**src/rtl/pipe_ctrl_pkg.sv**
```systemverilog
// Shared definitions for the pipeline hazard/redirect controller.
//   - stage index constants for the hold_en/flush vectors
//   - hold/jump encodings
//   - per-situation hold and flush masks built from the stage indices
//   - FSM state encoding
package pipe_ctrl_pkg;

  localparam int N_STAGE = 5;

  // Stage indices into hold_en_o / flush_o.
  localparam int PC_IDX  = 0;
  localparam int IF_IDX  = 1;
  localparam int ID_IDX  = 2;
  localparam int EX_IDX  = 3;
  localparam int WB_IDX  = 4;

  localparam logic HOLD_ENABLE  = 1'b1;
  localparam logic HOLD_DISABLE = 1'b0;
  localparam logic JUMP_ENABLE  = 1'b1;
  localparam logic JUMP_DISABLE = 1'b0;

  // Hold masks.
  localparam logic [N_STAGE-1:0] HOLD_NONE = '0;
  localparam logic [N_STAGE-1:0] HOLD_PC   = 5'b1 << PC_IDX;
  localparam logic [N_STAGE-1:0] HOLD_LU   = (5'b1 << PC_IDX) | (5'b1 << IF_IDX);
  localparam logic [N_STAGE-1:0] HOLD_BUSY = (5'b1 << PC_IDX) | (5'b1 << IF_IDX) |
                                             (5'b1 << ID_IDX);
  localparam logic [N_STAGE-1:0] HOLD_ALL  = (5'b1 << PC_IDX) | (5'b1 << IF_IDX) |
                                             (5'b1 << ID_IDX) | (5'b1 << EX_IDX) |
                                             (5'b1 << WB_IDX);

  // Flush (bubble insert) masks.
  localparam logic [N_STAGE-1:0] FLUSH_NONE  = '0;
  localparam logic [N_STAGE-1:0] FLUSH_LU    = 5'b1 << ID_IDX;
  localparam logic [N_STAGE-1:0] FLUSH_EX    = 5'b1 << EX_IDX;
  localparam logic [N_STAGE-1:0] FLUSH_REDIR = (5'b1 << IF_IDX) | (5'b1 << ID_IDX);

  typedef enum logic [1:0] {
    RUN   = 2'd0,
    FLUSH = 2'd1
  } pipe_state_e;

endpackage

```
**src/rtl/pipe_perf_cnt.sv**
```systemverilog
// Event counters and EX-busy watchdog for pipe_ctrl.
//   clk, rstn     : clock, async active-low reset
//   stall_i       : some hold bit is set this cycle
//   redirect_i    : a redirect is issued this cycle
//   ex_busy_i     : multi-cycle EX unit busy
//   timeout_o     : one-cycle pulse when the busy run reaches BUSY_TIMEOUT
//   stall_cnt_o   : wrap-around count of stalled cycles
//   flush_cnt_o   : wrap-around count of redirects
module pipe_perf_cnt #(
  parameter int BUSY_TIMEOUT = 64,
  parameter int CNT_W        = 32
) (
  input  logic             clk,
  input  logic             rstn,
  input  logic             stall_i,
  input  logic             redirect_i,
  input  logic             ex_busy_i,
  output logic             timeout_o,
  output logic [CNT_W-1:0] stall_cnt_o,
  output logic [CNT_W-1:0] flush_cnt_o
);

  localparam logic [7:0] BT8 = 8'(BUSY_TIMEOUT);

  logic [CNT_W-1:0] stall_cnt_q, stall_cnt_d;
  logic [CNT_W-1:0] flush_cnt_q, flush_cnt_d;
  logic [7:0]       busy_cnt_q, busy_cnt_d;
  logic             timeout_q, timeout_d;

  always_comb begin
    stall_cnt_d = stall_cnt_q;
    flush_cnt_d = flush_cnt_q;
    busy_cnt_d  = 8'd0;
    timeout_d   = 1'b0;
    if (stall_i)    stall_cnt_d = stall_cnt_q + CNT_W'(1);
    if (redirect_i) flush_cnt_d = flush_cnt_q + CNT_W'(1);
    if (ex_busy_i) begin
      // Saturate so a very long busy run pulses timeout only once.
      busy_cnt_d = (busy_cnt_q == BT8) ? busy_cnt_q : busy_cnt_q + 8'd1;
      timeout_d  = (busy_cnt_q == BT8 - 8'd1);
    end
  end

  always_ff @(posedge clk or negedge rstn) begin
    if (!rstn) begin
      stall_cnt_q <= '0;
      flush_cnt_q <= '0;
      busy_cnt_q  <= 8'd0;
      timeout_q   <= 1'b0;
    end else begin
      stall_cnt_q <= stall_cnt_d;
      flush_cnt_q <= flush_cnt_d;
      busy_cnt_q  <= busy_cnt_d;
      timeout_q   <= timeout_d;
    end
  end

  assign timeout_o   = timeout_q;
  assign stall_cnt_o = stall_cnt_q;
  assign flush_cnt_o = flush_cnt_q;

endmodule

```
**src/rtl/pipe_ctrl.sv**
```systemverilog
// Pipeline hazard and redirect controller for the 5-stage core.
// Inputs: stall requests (id_load_use_i, ex_busy_i, mem_wait_i) and the EX
// branch outcome (ex_br_valid_i, ex_jump_en_i, ex_prd_taken_i).
// Outputs: per-stage hold_en_o / flush_o ([0]=pc .. [4]=mem/wb), prd_fail_o
// (redirect to pc, always with hold_en_o[0]), timeout_o (EX busy watchdog),
// stall_cnt_o / flush_cnt_o (event counters), dbg_state_o (FSM state).
// Stage controls are combinational from state and inputs; there is no
// handshake, every cycle is evaluated on its own.
module pipe_ctrl
  import pipe_ctrl_pkg::*;
#(
  parameter int FLUSH_CYC    = 2,
  parameter int BUSY_TIMEOUT = 64,
  parameter int CNT_W        = 32
) (
  input  logic             clk,
  input  logic             rstn,
  input  logic             id_load_use_i,
  input  logic             ex_busy_i,
  input  logic             mem_wait_i,
  input  logic             ex_br_valid_i,
  input  logic             ex_jump_en_i,
  input  logic             ex_prd_taken_i,
  output logic [4:0]       hold_en_o,
  output logic [4:0]       flush_o,
  output logic             prd_fail_o,
  output logic             timeout_o,
  output logic [CNT_W-1:0] stall_cnt_o,
  output logic [CNT_W-1:0] flush_cnt_o,
  output logic [1:0]       dbg_state_o
);

  localparam logic [2:0] FLUSH_INIT = 3'(FLUSH_CYC - 1);

  pipe_state_e state_q, state_d;
  logic [2:0]  fcnt_q, fcnt_d;
  logic        pend_q, pend_d;

  logic        mispredict;
  logic [4:0]  hold, flush;
  logic        prd_fail, redirect;

  always_comb begin
    mispredict = ex_br_valid_i & (ex_jump_en_i != ex_prd_taken_i);
    hold       = HOLD_NONE;
    flush      = FLUSH_NONE;
    prd_fail   = 1'b0;
    redirect   = 1'b0;
    state_d    = state_q;
    fcnt_d     = fcnt_q;
    pend_d     = pend_q;
    if (mem_wait_i) begin
      hold = HOLD_ALL;
      // Park the redirect until the bus frees; in FLUSH EX holds a bubble.
      if (state_q == RUN && mispredict) pend_d = 1'b1;
    end else if (ex_busy_i) begin
      // Branch info is ignored while busy; a parked redirect keeps waiting.
      hold  = HOLD_BUSY;
      flush = FLUSH_EX;
    end else if (state_q == FLUSH) begin
      flush = FLUSH_REDIR;
      if (fcnt_q <= 3'd1) begin
        state_d = RUN;
        fcnt_d  = 3'd0;
      end else begin
        fcnt_d = fcnt_q - 3'd1;
      end
    end else if (mispredict || pend_q) begin
      hold[PC_IDX] = HOLD_ENABLE;
      prd_fail     = 1'b1;
      flush        = FLUSH_REDIR;
      redirect     = 1'b1;
      pend_d       = 1'b0;
      if (FLUSH_INIT != 3'd0) begin
        state_d = FLUSH;
        fcnt_d  = FLUSH_INIT;
      end
    end else if (id_load_use_i) begin
      hold  = HOLD_LU;
      flush = FLUSH_LU;
    end
  end

  always_ff @(posedge clk or negedge rstn) begin
    if (!rstn) begin
      state_q <= RUN;
      fcnt_q  <= 3'd0;
      pend_q  <= 1'b0;
    end else begin
      state_q <= state_d;
      fcnt_q  <= fcnt_d;
      pend_q  <= pend_d;
    end
  end

  // Reset forces the stage controls low immediately, not just at the next edge.
  assign hold_en_o   = rstn ? hold     : 5'b0;
  assign flush_o     = rstn ? flush    : 5'b0;
  assign prd_fail_o  = rstn ? prd_fail : 1'b0;
  assign dbg_state_o = state_q;

  pipe_perf_cnt #(
    .BUSY_TIMEOUT (BUSY_TIMEOUT),
    .CNT_W        (CNT_W)
  ) u_perf (
    .clk         (clk),
    .rstn        (rstn),
    .stall_i     (|hold),
    .redirect_i  (redirect),
    .ex_busy_i   (ex_busy_i),
    .timeout_o   (timeout_o),
    .stall_cnt_o (stall_cnt_o),
    .flush_cnt_o (flush_cnt_o)
  );

endmodule

```
**config.mk**
```make
export PLATFORM = sky130hd
export DESIGN_NAME = pipe_ctrl
export DESIGN_NICKNAME = d
export VERILOG_FILES = /design/src/rtl/pipe_ctrl_pkg.sv /design/src/rtl/pipe_perf_cnt.sv /design/src/rtl/pipe_ctrl.sv
export SDC_FILE = /design/constraint.sdc
export NUM_CORES = 1
export LEC_CHECK = 0
export BUFFER_PORTS_ARGS = -buffer_cell sky130_fd_sc_hd__buf_2
export CORE_AREA = 2 2 97 99
export DETAILED_ROUTE_END_ITERATION = 7
export DIE_AREA = 0 0 99 101
export PLACE_DENSITY_LB_ADDON = 0.08
export SYNTH_ARGS = -nofsm -noshare
export SYNTH_HDL_FRONTEND = slang
export SYNTH_SLANG_ARGS = --single-unit
```
**constraint.sdc**
```tcl
create_clock -name clk -period 2 [get_ports clk]
set_clock_uncertainty 0.15 [all_clocks]
set_input_delay 0.1 -clock clk [delete_from_list [all_inputs] [get_ports clk]]
set_output_delay 0.1 -clock clk [all_outputs]
set_load 0.01 [all_outputs]
```
Word-level counts from Yosys, hierarchy flattened --
Cells that the tools add are included.
Operators by class: $add $sub $neg 4, order comparisons 1, equality and inequality tests 9, muxes and demuxes 32, bitwise logic cells 3, reductions and logical operators 9
Operators with widths (count):
- 32-bit by 1-bit adder with 32-bit output (second input constant) | 2
- 5-bit two-way mux | 9
- 8-bit two-way mux | 2
- 1-bit two-way mux | 12
- 3-bit two-way mux | 4
- 8-bit by 1-bit adder with 8-bit output (second input constant) | 1
- 8-bit by 6-bit == test with 1-bit output (second input constant) | 1
- 8-bit by 7-bit == test with 1-bit output (second input constant) | 1
- 2-bit two-way mux | 4
- 4-bit AND reduction | 2
- 2-bit by 1-bit != test with 1-bit output (second input constant) | 3
- 5-bit OR reduction | 1
- 4-bit two-way mux | 1
- 2-bit != test (second input constant) | 2
- 2-bit nonzero test | 2
- 3-bit by 1-bit <= comparator with 1-bit output (second input constant) | 1
- 3-bit AND reduction | 1
- 3-bit by 1-bit subtractor with 3-bit output (second input constant) | 1
- 2-bit by 1-bit == test with 1-bit output (second input constant) | 1
- 2-bit logical NOT | 1
- 1-bit inverter | 2
- 1-bit bitwise AND | 1
- 1-bit logical AND | 1
- 1-bit logical OR | 1
- 1-bit != test | 1
Word-level totals: flip-flop bits (word level) 79, input bits 8, output and inout port bits 78, logic and storage cells 65

Logic depth before layout (Yosys ltp) --
depth after elaboration 8, gate-level depth with buffers 7, mapped depth without buffers 7

Cells and area by module --
Synthesis repeated with hierarchy kept, for this count alone.
Second synthesis, totals: cell total of the unflattened synthesis 356, area, all modules 3836.2 sq um
By module, submodules not included:
- pipe_perf_cnt | instances 1, cells each 299, area an instance 3382.0 sq um, sequential area each 1826.8 sq um
- pipe_ctrl | instances 1, cells each 57, area an instance 454.2 sq um, sequential area each 125.1 sq um

Worst setup path before layout --
No wires, ideal clock.
kind reg-to-reg, start register state_q[0], in the netlist dbg_state_o[0], end register u_perf.flush_cnt_q[20], in the netlist u_perf.flush_cnt_o[20], library setup time 125 ps, data arrival time 1788 ps, data required time 1725 ps, path slack -63 ps, cell stages (with the launch flop) 7, path buffers 1, clock period less this slack 2063 ps, cell sequence dfrtp_1 > buf_2 > nor3_1 > nand3_1 > nor4_1 > nand3_1 > xnor2_1
On the way: longest elaborated chain between the ends 4
Ends and longest elaborated chain:
- start: declaration | line pipe_ctrl.sv:35 | pipe_state_e state_q, state_d;
- start signal: assignment | line pipe_ctrl.sv:90 | state_q <= state_d;
- 2-bit by 1-bit == test with 1-bit output | line pipe_ctrl.sv:60 | end else if (state_q == FLUSH) begin
- 1-bit two-way mux | line pipe_ctrl.sv:60
- 1-bit two-way mux | line pipe_ctrl.sv:56 | end else if (ex_busy_i) begin
- 1-bit two-way mux | line pipe_ctrl.sv:52 | if (mem_wait_i) begin
- end signal: assignment | line pipe_perf_cnt.sv:52 | flush_cnt_q <= flush_cnt_d;
- end: declaration | line pipe_perf_cnt.sv:26 | logic [CNT_W-1:0] flush_cnt_q, flush_cnt_d;
Every way passes these cells. A chain may end at the register's enable or synchronous reset.

Worst setup path after layout --
start register state_q[0], in the netlist dbg_state_o[0], end register u_perf.stall_cnt_q[21], in the netlist u_perf.stall_cnt_o[21]
On the way: longest elaborated chain between the ends 5
Ends and longest elaborated chain:
- 2-bit by 1-bit == test with 1-bit output | line pipe_ctrl.sv:60
- 5-bit two-way mux | line pipe_ctrl.sv:60
- 5-bit two-way mux | line pipe_ctrl.sv:56
- 5-bit two-way mux | line pipe_ctrl.sv:52
- 5-bit OR reduction | line pipe_ctrl.sv:108 | .stall_i (|hold),
- end signal: assignment | line pipe_perf_cnt.sv:51 | stall_cnt_q <= stall_cnt_d;
- end: declaration | line pipe_perf_cnt.sv:25 | logic [CNT_W-1:0] stall_cnt_q, stall_cnt_d;
Every way passes these cells.

==> reports/metrics.csv <==
metric,value,unit
Worst EP arrival,1.98,ns
Root Driver,clkbuf_8,
grt met1 use,23.1,%
GR Util met3,3.74,%
ANT nets after route,0,
std cell rows,35,
Antenna Diode Count,0,
drt drc,0,
GR Overflow Total,0,
Peak VDD IR,0.485,mV
RSZ-0062 raised after global routing,no,
post-synthesis sequential area ratio,51.9,%
Seq pwr share,50.1,%
"Req. time, crit path",2.11,ns
"FF+latch count, synth",78,
critical path class,reg2reg,
"leading cell type in the layout, fill and taps excluded",buf_2,
core area,8980,um2
met2 usage,26.2,%
clk slew on worst S/H paths,0.09,ns
wire per inst,14.3,um
IO Port Bufs,82,
Final Core Density,51.8,%
combinational power share,21.6,%
Slew headroom,59.8,%
initial drt markers,65,
internal power,2.54,mW
gr usage total,16.8,%
Mapped Cells,343,
Finished Cell Area,4650,um2
RePlAce Congestion,0.815,
Starting Density,41.9,%
vias in the first global route,2654,
CTS tree,done,
Slew Limit Fails,0,
min cycle time layout,1.87,ns
Die ar.,10000,um2
final setup fails,0,
antenna violations before repair,0,
transition time of the tightest slew-check pin,0.603,ns
Hold Path Class,in2async,
area of the multi-input gates,1760,um2
pin count of the biggest net entering global routing,49,
Tcrit/Tclk final,93.5,%
Crit Path Max Fanout,13,
synth unique cells,42,
sequential cell area,1950,um2
worst skew pair latency,0.34,ns
warnings from Yosys,0,
CTS H-Tree Depth,3,
final hold vios,0,
Ports,86,
Area Growth Syn to Fin,23.8,%
sw frac,32.6,%
Final Routed Wirelength,8070,um
share of cells above drive strength 1,29.7,%
power density over the cells,808,nW/um2
Worst setup EP type,register,
Mapped Area,3760,um2
average size of a mapped cell,11.0,um2
Worst Setup Start Kind,register,
clock tree buffer depth,2,
TritonRoute pass-1 iters,4,
post-synthesis async set-or-reset flop share,100,%
CTS Buf Count,9,
Max Clock Freq,535,MHz
layer with the highest usage,met2,
Max-cap violations,0,
die extent in y,101,um
first-pass GRT wire length,13400,um
setup TNS,0,ns
chip width,99,um
Final HPWL DP,5890,um
vias,2830,
# fillers,826,
Final #Nets,463,
Clock power frac,28.3,%
placed cell areas,4400,um2
most frequent cells in the layout,"buf_2, dfrtp_1, xnor2_1, nand3_1, nand2_1",
Post-synth EDFFs,0,
Vias/cell,5.01,
Pleak,2.27,nW
P_sw,1.23,mW
status,finished clean,
clk sink count,78,
top_reg_cell synth,dfrtp_1,
## cells in the mapped netlist, drive strengths merged (2+ instances only)
cell / n / area [um2]
and3: 14 / 87.6
and4: 7 / 61.3
nand3: 37 / 185
inv: 9 / 33.8
nand4: 20 / 125
and2: 15 / 93.8
dfrtp: 78 / 1950
xor2: 9 / 78.8
xnor2: 60 / 526
a21oi: 5 / 25.0
clkbuf: 5 / 20.0
o21ai: 4 / 20.0
nor3: 7 / 40.0
mux2: 2 / 22.5
nand2: 23 / 86.3
nor2: 11 / 43.8
buf: 7 / 50.0
o2bb2ai: 2 / 17.5
nor4: 6 / 73.8
ha: 6 / 75.1
nor2b: 3 / 18.8
## critical path, stage by stage, from the launching register on
cell and delay [ns]:
dfrtp_1 0.40, or3b_2 0.48, nand2_1 0.24, nor4_2 0.08
buf_4 0.19, nand4_1 0.12, xnor2_1 0.12
## path summary, 6_finish.rpt
kind / from / to / slack (ns) / cells after the start
setup / recovery: dbg_state_o[0]$_DFFE_PN0P_ / u_perf.stall_cnt_o[21]$_DFFE_PN0P_ / 0.13 / 6
hold / removal: rstn / u_perf.flush_cnt_o[11]$_DFFE_PN0P_ / 0.06 / 2
setup reg to reg: dbg_state_o[0]$_DFFE_PN0P_ / u_perf.stall_cnt_o[21]$_DFFE_PN0P_ / 0.13 / 6
hold reg to reg: u_perf.stall_cnt_o[31]$_DFFE_PN0P_ / u_perf.stall_cnt_o[31]$_DFFE_PN0P_ / 0.32 / 1
max in group asynchronous: rstn / u_perf.flush_cnt_o[27]$_DFFE_PN0P_ / 0.75 / 3
min in group clk: mem_wait_i / pend_q$_DFFE_PN0P_ / 0.07 / 4
## flip-flops by register name, summed over array words and instances, names as in the netlist
signal / flops
fcnt_q: 3
u_perf.busy_cnt_q: 8
pend_q: 1
u_perf.stall_cnt_o: 32
u_perf.flush_cnt_o: 32
dbg_state_o: 1
u_perf.timeout_o: 1
## what timing repair did
action	CTS	global route
pin swaps	1	1
buffers inserted	1	0
resized for setup	0	8
endpoints found under the setup margin	7	29
hold buffers	3	0
hold endpoints to repair	34	0
## layout make-up
class | instances | share of cell area (%)
sequential | 78 | 41.9
timing repair buffer | 105 | 12.7
clock inverter | 7 | 1.08
multi-input combinational | 246 | 37.9
inverter | 9 | 0.726
clock buffer | 9 | 2.66
tap | 111 | 2.98
## routing by layer
metal  up-vias  wire (um)
li1       1395          -
met1      1368       3930
met2        59       3680
met3         8        360
met4         0         91
met5         -          0
## stage by stage
stage          hold WS (ns)  setup slack [ns]  total power [mW]  cells
2_1_floorplan        -0.346            0.0105              2.38    345
3_3_place_gp         -0.140            0.0161              2.70    545
3_5_place_dp         -0.137           -0.0249              2.72    545
4_1_cts              0.0575           -0.0359              3.80    565
5_1_grt              0.0975           0.00178              4.00    565
6_report             0.0624             0.130              3.76    565
## power by group through the flow
stage          logic [mW]  registers (mW)  clock network (mW)
2_1_floorplan       0.437            1.94                   0
3_5_place_dp        0.806            1.91                   0
4_1_cts             0.813            1.88                1.11
6_report            0.811            1.89                1.07
5_1_grt             0.914            1.92                1.17
3_3_place_gp        0.790            1.91                   0
## cell families (layout without fill, tap and decap cells)
family | Yosys count | in the layout | synth area share [%]
AO/OA/AOI/OAI | 15 | 15 | 3.03
other | 1 | 3 | 0.0998
buffers and inverters | 21 | 130 | 2.76
AND/OR/NAND/NOR | 150 | 150 | 23.2
XOR/XNOR | 69 | 69 | 16.1
adder cells (fa/ha/maj) | 6 | 6 | 2.00
flip-flops | 78 | 78 | 51.9
multiplexers | 3 | 3 | 0.866
(Power assumes the default switching activity.)
